## src/rtl/id_hazard_unit.sv

```systemverilog
// id_hazard_unit
// Decode-stage interlock for a pipeline with no forwarding paths.
// It keeps a shift-register scoreboard of register-file writes that are still
// in flight. It stalls ID until every producer of the ID instruction's sources
// has retired. A taken jump/branch resolved in EX becomes a flush of the
// wrong-path instruction sitting in ID.
// Optional build macro: HAZARD_PERF_CNT_EN adds the stall-cycle and
// flush-event performance counters (hz_stallCycles, hz_flushCount).

module id_hazard_unit #(
    parameter int SB_DEPTH = 3,
    parameter int ADDR_W   = 5
) (
    input  logic              clk,
    input  logic              rst_n,
    input  logic              cpu_en,
    input  logic [ADDR_W-1:0] id_rsAddress,
    input  logic [ADDR_W-1:0] id_rtAddress,
    input  logic              id_usesRs,
    input  logic              id_usesRt,
    input  logic [ADDR_W-1:0] id_registerWriteAddress,
    input  logic              id_ifWriteRegsFile,
    input  logic              ex_shouldJumpOrBranch,
    output logic              id_shouldStall,
    output logic              id_shouldFlush,
    output logic              if_pcWriteEnable,
    output logic [7:0]        hz_stallLength
`ifdef HAZARD_PERF_CNT_EN
    ,
    output logic [31:0]       hz_stallCycles,
    output logic [31:0]       hz_flushCount
`endif
);

    typedef enum logic {
        RUN   = 1'b0,
        STALL = 1'b1
    } hzState_t;

    // Scoreboard slot 0 is the instruction now in EX; slot SB_DEPTH-1 is the oldest.
    logic [SB_DEPTH-1:0] slotValid;
    logic [ADDR_W-1:0]   slotAddr [SB_DEPTH];

    hzState_t   state;
    logic [7:0] stallLen;

    logic rsMatch;
    logic rtMatch;
    logic rsHit;
    logic rtHit;
    logic newSlotValid;

    // Look for any valid in-flight producer of the rs or rt source register.
    always_comb begin
        rsMatch = 1'b0;
        rtMatch = 1'b0;
        for (int i = 0; i < SB_DEPTH; i++) begin
            if (slotValid[i] && (slotAddr[i] == id_rsAddress)) begin
                rsMatch = 1'b1;
            end
            if (slotValid[i] && (slotAddr[i] == id_rtAddress)) begin
                rtMatch = 1'b1;
            end
        end
    end

    // Register 0 is hardwired, so reading it can never depend on a producer.
    assign rsHit = id_usesRs && (id_rsAddress != '0) && rsMatch;
    assign rtHit = id_usesRt && (id_rtAddress != '0) && rtMatch;

    // A flush wins over a stall: the wrong-path instruction must not hold up fetch.
    assign id_shouldFlush   = ex_shouldJumpOrBranch;
    assign id_shouldStall   = (rsHit || rtHit) && !ex_shouldJumpOrBranch;
    assign if_pcWriteEnable = !id_shouldStall;

    // The entry for the ID instruction follows the bubble that ID/EX inserts on a stall or flush.
    assign newSlotValid = id_ifWriteRegsFile && (id_registerWriteAddress != '0)
                          && !id_shouldStall && !id_shouldFlush;

    // Advance the scoreboard one pipeline stage per enabled cycle; the oldest entry falls off.
    always_ff @(posedge clk or negedge rst_n) begin
        if (!rst_n) begin
            slotValid <= '0;
            for (int k = 0; k < SB_DEPTH; k++) begin
                slotAddr[k] <= '0;
            end
        end else if (cpu_en) begin
            for (int k = 1; k < SB_DEPTH; k++) begin
                slotValid[k] <= slotValid[k-1];
                slotAddr[k]  <= slotAddr[k-1];
            end
            slotValid[0] <= newSlotValid;
            slotAddr[0]  <= id_registerWriteAddress;
        end
    end

    // Track stall runs and report their length. The length saturates rather than wrapping.
    always_ff @(posedge clk or negedge rst_n) begin
        if (!rst_n) begin
            state    <= RUN;
            stallLen <= 8'd0;
        end else if (cpu_en) begin
            case (state)
                RUN: begin
                    if (id_shouldStall) begin
                        state    <= STALL;
                        stallLen <= 8'd1;
                    end
                end
                STALL: begin
                    if (id_shouldFlush) begin
                        state    <= RUN;
                        stallLen <= 8'd0;
                    end else if (id_shouldStall) begin
                        state    <= STALL;
                        stallLen <= (stallLen == 8'hFF) ? stallLen : stallLen + 8'd1;
                    end else begin
                        state    <= RUN;
                        stallLen <= 8'd0;
                    end
                end
                default: begin
                    state    <= RUN;
                    stallLen <= 8'd0;
                end
            endcase
        end
    end

    assign hz_stallLength = stallLen;

`ifdef HAZARD_PERF_CNT_EN
    logic [31:0] stallCycleCnt;
    logic [31:0] flushEventCnt;

    // Free-running performance counters. They count only enabled cycles and wrap naturally.
    always_ff @(posedge clk or negedge rst_n) begin
        if (!rst_n) begin
            stallCycleCnt <= 32'd0;
            flushEventCnt <= 32'd0;
        end else if (cpu_en) begin
            if (id_shouldStall) begin
                stallCycleCnt <= stallCycleCnt + 32'd1;
            end
            if (id_shouldFlush) begin
                flushEventCnt <= flushEventCnt + 32'd1;
            end
        end
    end

    assign hz_stallCycles = stallCycleCnt;
    assign hz_flushCount  = flushEventCnt;
`endif

endmodule

```

## config.mk

```make
export PLATFORM = sky130hd
export DESIGN_NAME = id_hazard_unit
export DESIGN_NICKNAME = d
export VERILOG_FILES = /design/src/rtl/id_hazard_unit.sv
export SDC_FILE = /design/constraint.sdc
export NUM_CORES = 1
export LEC_CHECK = 0
export ABC_AREA = 1
export ABC_CLOCK_PERIOD_IN_PS = 1700
export CAP_MARGIN = 20
export CORE_UTILIZATION = 52
export CTS_CLUSTER_DIAMETER = 30
export DETAILED_ROUTE_END_ITERATION = 10
export GPL_TIMING_DRIVEN = 0
export PLACE_DENSITY = 0.78
export SLEW_MARGIN = 20
export SYNTH_ARGS = -nofsm -noshare
export SYNTH_HDL_FRONTEND = slang
export SYNTH_SLANG_ARGS = --single-unit
```

## constraint.sdc

```tcl
create_clock -name clk -period 1.7 [get_ports clk]
set_input_delay 0.255 -clock clk [delete_from_list [all_inputs] [get_ports clk]]
set_output_delay 0.255 -clock clk [all_outputs]
set_load 0.01 [all_outputs]
```

* After elaboration in Yosys (flattened, before gate mapping)
Cells that the tools add are included.
** Storage, ports and cells
- Register bits :: 27
- Input bits :: 22
- Output and inout port bits :: 11
- Word-level logic and storage cells :: 52
** Cells by class
- Add/sub/neg operators :: 1
- Equality and inequality tests :: 9
- Multiplexer cells :: 14
- Bitwise gates (word level) :: 1
- Reduce and logical (&&, ||, !) cells :: 21
** Operators by type and width (number)
- $mux 8 :: 4
- $eq 5x5->1 :: 6
- $pmux 8 s2 :: 1
- $reduce_bool 5->1 :: 3
- $logic_and 1x1->1 :: 14
- $add 8x1->8 const B :: 1
- $eq 8x8->1 const B :: 1
- $mux 1 :: 8
- $ne 4x4->1 const B :: 1
- $reduce_and 3->1 :: 1
- $logic_not 1->1 :: 2
- $ne 2x2->1 const B :: 1
- $pmux 1 s2 :: 1
- $logic_or 1x1->1 :: 1
- $not 1->1 :: 1

* Logic depth before layout (Yosys ltp)
- Word-level depth :: 11
- Depth in mapped cells :: 13
- Gate-level depth less buffers :: 13

* Worst setup path after synthesis
No wires, ideal clock.
- Path type :: register to register
- Start point :: register stallLen[0] (netlist: hz_stallLength[0])
- End point :: register stallLen[2] (netlist: hz_stallLength[2])
- Library setup time :: 0.065 ns
- Arrival time :: 1.524 ns
- Path slack :: 0.111 ns
- Cell stages (with the launch flop) :: 10
- Buffers on the path :: 0
- Cell sequence :: dfrtp_1 -> ha_1 -> nand3_1 -> nand3b_1 -> nor2_1 -> nand3_1 -> nand3b_4 -> nand3_4 -> nand2_1 -> nand2_1
** Between the ends
- Word-level cells in the longest chain between the ends :: 5
- Elaborated cells between the ends (all ways) :: 8
- Classes of those cells :: 1 x add/sub; 2 x eq/ne; 4 x mux; 1 x reduce/logical
** Ends and longest elaborated chain
- start: declaration :: line 45 : logic [7:0] stallLen;
- start signal: assignment :: line 116 : stallLen <= (stallLen == 8'hFF) ? stallLen : stallLen + 8'd1;
- $add 8x1->8 :: line 116
- $mux 8 :: line 116
- $mux 8 :: line 114 : end else if (id_shouldStall) begin
- $mux 8 :: line 111 : if (id_shouldFlush) begin
- $pmux 8 s2 :: line 103 : case (state)
Parallel ways exist; a longest one is shown, timed or not. The select of a mux whose other input is x is not followed.
A chain may end at the register's enable or synchronous reset.

* Final worst setup path
- Start point :: input id_rtAddress[0]
- End point :: output id_shouldStall
** Between the ends
- Word-level cells in the longest chain between the ends :: 8
- Elaborated cells between the ends (all ways) :: 14
- Classes of those cells :: 3 x eq/ne; 3 x mux; 8 x reduce/logical
** Ends and longest elaborated chain
- start: declaration :: line 18 : input logic [ADDR_W-1:0] id_rtAddress,
- $eq 5x5->1 :: line 61 : if (slotValid[i] && (slotAddr[i] == id_rtAddress)) begin
- $logic_and 1x1->1 :: line 61
- $mux 1 (3 in a row) :: line 61
- $logic_and 1x1->1 (*) :: line 69 : assign rtHit = id_usesRt && (id_rtAddress != '0) && rtMatch;
- $logic_or 1x1->1 (*) :: line 73 : assign id_shouldStall = (rsHit || rtHit) && !ex_shouldJumpOrBranch;
- $logic_and 1x1->1 (*) :: line 73
- end: declaration :: line 24 : output logic id_shouldStall,
Mark *: on every way between the ends. The rest lies on a longest branch, timed or not.

==> impl_metrics.tcl <==
set metrics [dict create \
    coreArea_um2 3340 \
    placed_cell_area_um2 2180 \
    violations "setup timing" \
    antenna_found_initial 0 \
    worst_slack_ps -144 \
    swShare_pct 32.9 \
    power.leakage_nw 1.21 \
    cp_cell_sequence "clkdlybuf4s50_1 -> inv_2 -> nand2_1 -> nand2_1 -> nor2_2 -> nand3_1 -> nand3_1 -> nand2_2 -> nand2_4 -> nand2_4 -> inv_2 -> buf_6" \
    final_antenna_net_count 0 \
    wl_per_cell_um 12.4 \
    gp_congestion 0.892 \
    grt_first_pass_wirelength_um 7450 \
    ys.flop_type "dfrtp_1" \
    seq_area_frac_synth_pct 37.2 \
    chipWidth_um 61.1 \
    portBuffers 31 \
    grt_usage_pct 27.0 \
    clk_latency_ps 320 \
    via_count 1851 \
    power_density_nw_per_um2 602 \
    start_util_pct 54.4 \
    cp_slowest_cell "clkdlybuf4s50_1" \
    grt_pass1_vias 1727 \
    multi_input_area_um2 1030 \
    ys_ff_latch 27 \
    syn_avg_cell_area_um2 6.56 \
    maxSlewViolCount 0 \
    htreeDepth 1 \
    diodes 0 \
    design.die.area_um2 3730 \
    routed_wl_um 4630 \
    clkPwrFrac_pct 19.7 \
    detail_route.drc_violations 0 \
    finalCritPeriodShare_pct 108 \
    dr.first_iter.drc_count 80 \
    synth.cell_area_um2 1820 \
    viasPerCell 4.96 \
    numCtsBuffers 3 \
    synth_edf_count 0 \
    drive_gt1_share_pct 19.3 \
    cts_tree "done" \
    synthesis.instances 277 \
    seq_area_um2 677 \
    max-slew-margin-rel_pct 59.4 \
    grt-ovfl-total 0 \
    dp_hpwl_um 3430 \
    setup_violations 10 \
    period_needed_ps 1840 \
    p_int_mw 0.951 \
    grt_setup_unrepaired "yes" \
    outcome "complete, but fails checks" \
    die_h_um 61.1 \
    fill_cells 303 \
    switchingPower_mw 0.465 \
    worst_setup_path_start_kind "primary input" \
    pwr-share-comb_pct 27.6 \
    async_flop_share_pct 100 \
    cp-end-kind "output pin" \
    skew_ps 1.45 \
    ys_types 26 \
    max_freq_mhz 542 \
    clk_pin_slew_ps 140 \
    yosys_warnings 0 \
    ir_drop_mv 0.313 \
    syn_to_final_growth_pct 29.5 \
    root_buffer "clkbuf_4" \
    rows 21 \
    hold_class "in -> reg" \
    cp_max_fo 6 \
    p_seq_share_pct 52.7 \
    clk_path_buf_depth 2 \
    cts.sinks 27 \
    first_pass_iters 4 \
    stdcell_area_um2 2350 \
    grt_max_degree 28 \
    hold_viol_final 0 \
    cap_violations 0 \
    required_ps 1440 \
    place_worst_setup_slack_ps -745 \
    syn-num-nets 300 \
    finalNetCount 351 \
    cpPeakStageDelay_ps 490 \
    tightest_slew_ps 609 \
    crit_type "in -> out" \
    critPathArrivalTime_ps 1590 \
    ioPinCount 33 \
    holdWs_ps 291 \
]
## worst max-delay path, delay by kind of cell
| kind | cells | cell delay (ps) |
|---|---|---|
| buffers and inverters | 4 | 710 |
| AND/OR/NAND/NOR | 8 | 610 |
## synth_stat cells (2+ instances only)
cell      count  area share, %
buf_1         2           0.41
dfrtp_1      27             37
inv_1        25            5.2
inv_2        10            2.1
nand2_1     112             23
nand2_2       2           0.69
nand2_4       2            1.2
nand3_1      17            4.7
nand3_2       2            1.1
nand3b_1      3            1.2
nand4_1       2           0.69
nor2_1       32            6.6
o21ai_0      24            6.6
xor2_1        5            2.4
## power groups by stage
stage / Clock (mW) / Combinational (mW) / Sequential (mW)
after floorplan: 0 / 0.208 / 0.743
after global placement: 0 / 0.335 / 0.757
after detailed placement: 0 / 0.335 / 0.757
after CTS: 0.289 / 0.357 / 0.744
after global routing: 0.317 / 0.445 / 0.755
final: 0.278 / 0.391 / 0.747
## final timing paths
check / start / endpoint / slack (ps) / depth (start not counted)
max: id_rtAddress[0] / id_shouldStall / -140 / 12
min: cpu_en / slotValid[0]$_DFFE_PN0P_ / 290 / 3
max reg2reg: slotAddr[0]$_DFFE_PN0P_ / hz_stallLength[1]$_DFFE_PN0P_ / -100 / 14
min reg2reg: slotAddr[6]$_DFFE_PN0P_ / slotAddr[1]$_DFFE_PN0P_ / 550 / 2
max in group asynchronous: rst_n / slotAddr[7]$_DFFE_PN0P_ / 820 / 2
min in group asynchronous: rst_n / slotAddr[4]$_DFFE_PN0P_ / 450 / 2
## layout make-up
cell class | count | area share [%]
well taps | 46 | 2.45
repair buffers | 46 | 17.4
clock buffers | 4 | 1.12
flip-flops and latches | 27 | 28.8
plain buffers | 5 | 1.01
multi-input cells | 210 | 43.6
inverters | 35 | 5.59
## what timing repair did
item                                   4_1_cts  5_1_grt
hold buffers                                 1        0
endpoints found under the hold margin       27        0
setup endpoints to repair                   10       12
cloned                                       0        0
resized for setup                           28       16
setup buffers                                9        5
pin swaps                                   11       15
## cells by family after synthesis
family | after synthesis | share of synthesized area [%]
flip-flops | 27 | 37.2
adder cells (fa/ha/maj) | 1 | 0.689
XOR/XNOR | 6 | 2.89
AO/OA/AOI/OAI | 28 | 8.89
buffers and inverters | 40 | 8.54
AND/OR/NAND/NOR | 175 | 41.8
## flip-flops by register name, summed over array words and instances (netlist names)
register        cells
hz_stallLength      8
slotAddr           15
slotValid           3
state               1
## through the flow
step / TNS (ps) / utilization (%) / power, mW / std cells
6_report: -1070 / 70.5 / 1.42 / 373
5_1_grt: -2490 / 70.5 / 1.52 / 373
4_1_cts: -1210 / 68.7 / 1.39 / 368
3_5_place_dp: -4860 / 65.3 / 1.09 / 354
3_3_place_gp: -6000 / 65.5 / 1.09 / 354
2_1_floorplan: 0 / - / 0.952 / 277
## per-layer routing
layer	track usage, %	share of wire (%)
met5	0	0
met1	33.3	44
met4	10.1	1.5
met3	2.31	4.4
met2	48.8	50
## layout by cell type (no fill, tap or decap), types with 2 or more instances in the layout
cell type        instances
nand2_1                106
buf_1                    2
clkbuf_4                 3
nand3_2                  3
o21ai_1                  2
nor2_2                   3
nand3b_1                 3
o21ai_0                 22
buf_4                   14
dlygate4sd2_1            8
nand2_2                  7
nand2_4                  3
nand4_1                  2
nor2_1                  28
inv_1                   15
dfrtp_1                 26
inv_2                   20
buf_6                    2
buf_2                    3
nand3_1                 16
xor2_1                   5
clkbuf_1                 2
clkdlybuf4s50_1         20
Power figures use the tool's default switching activity.
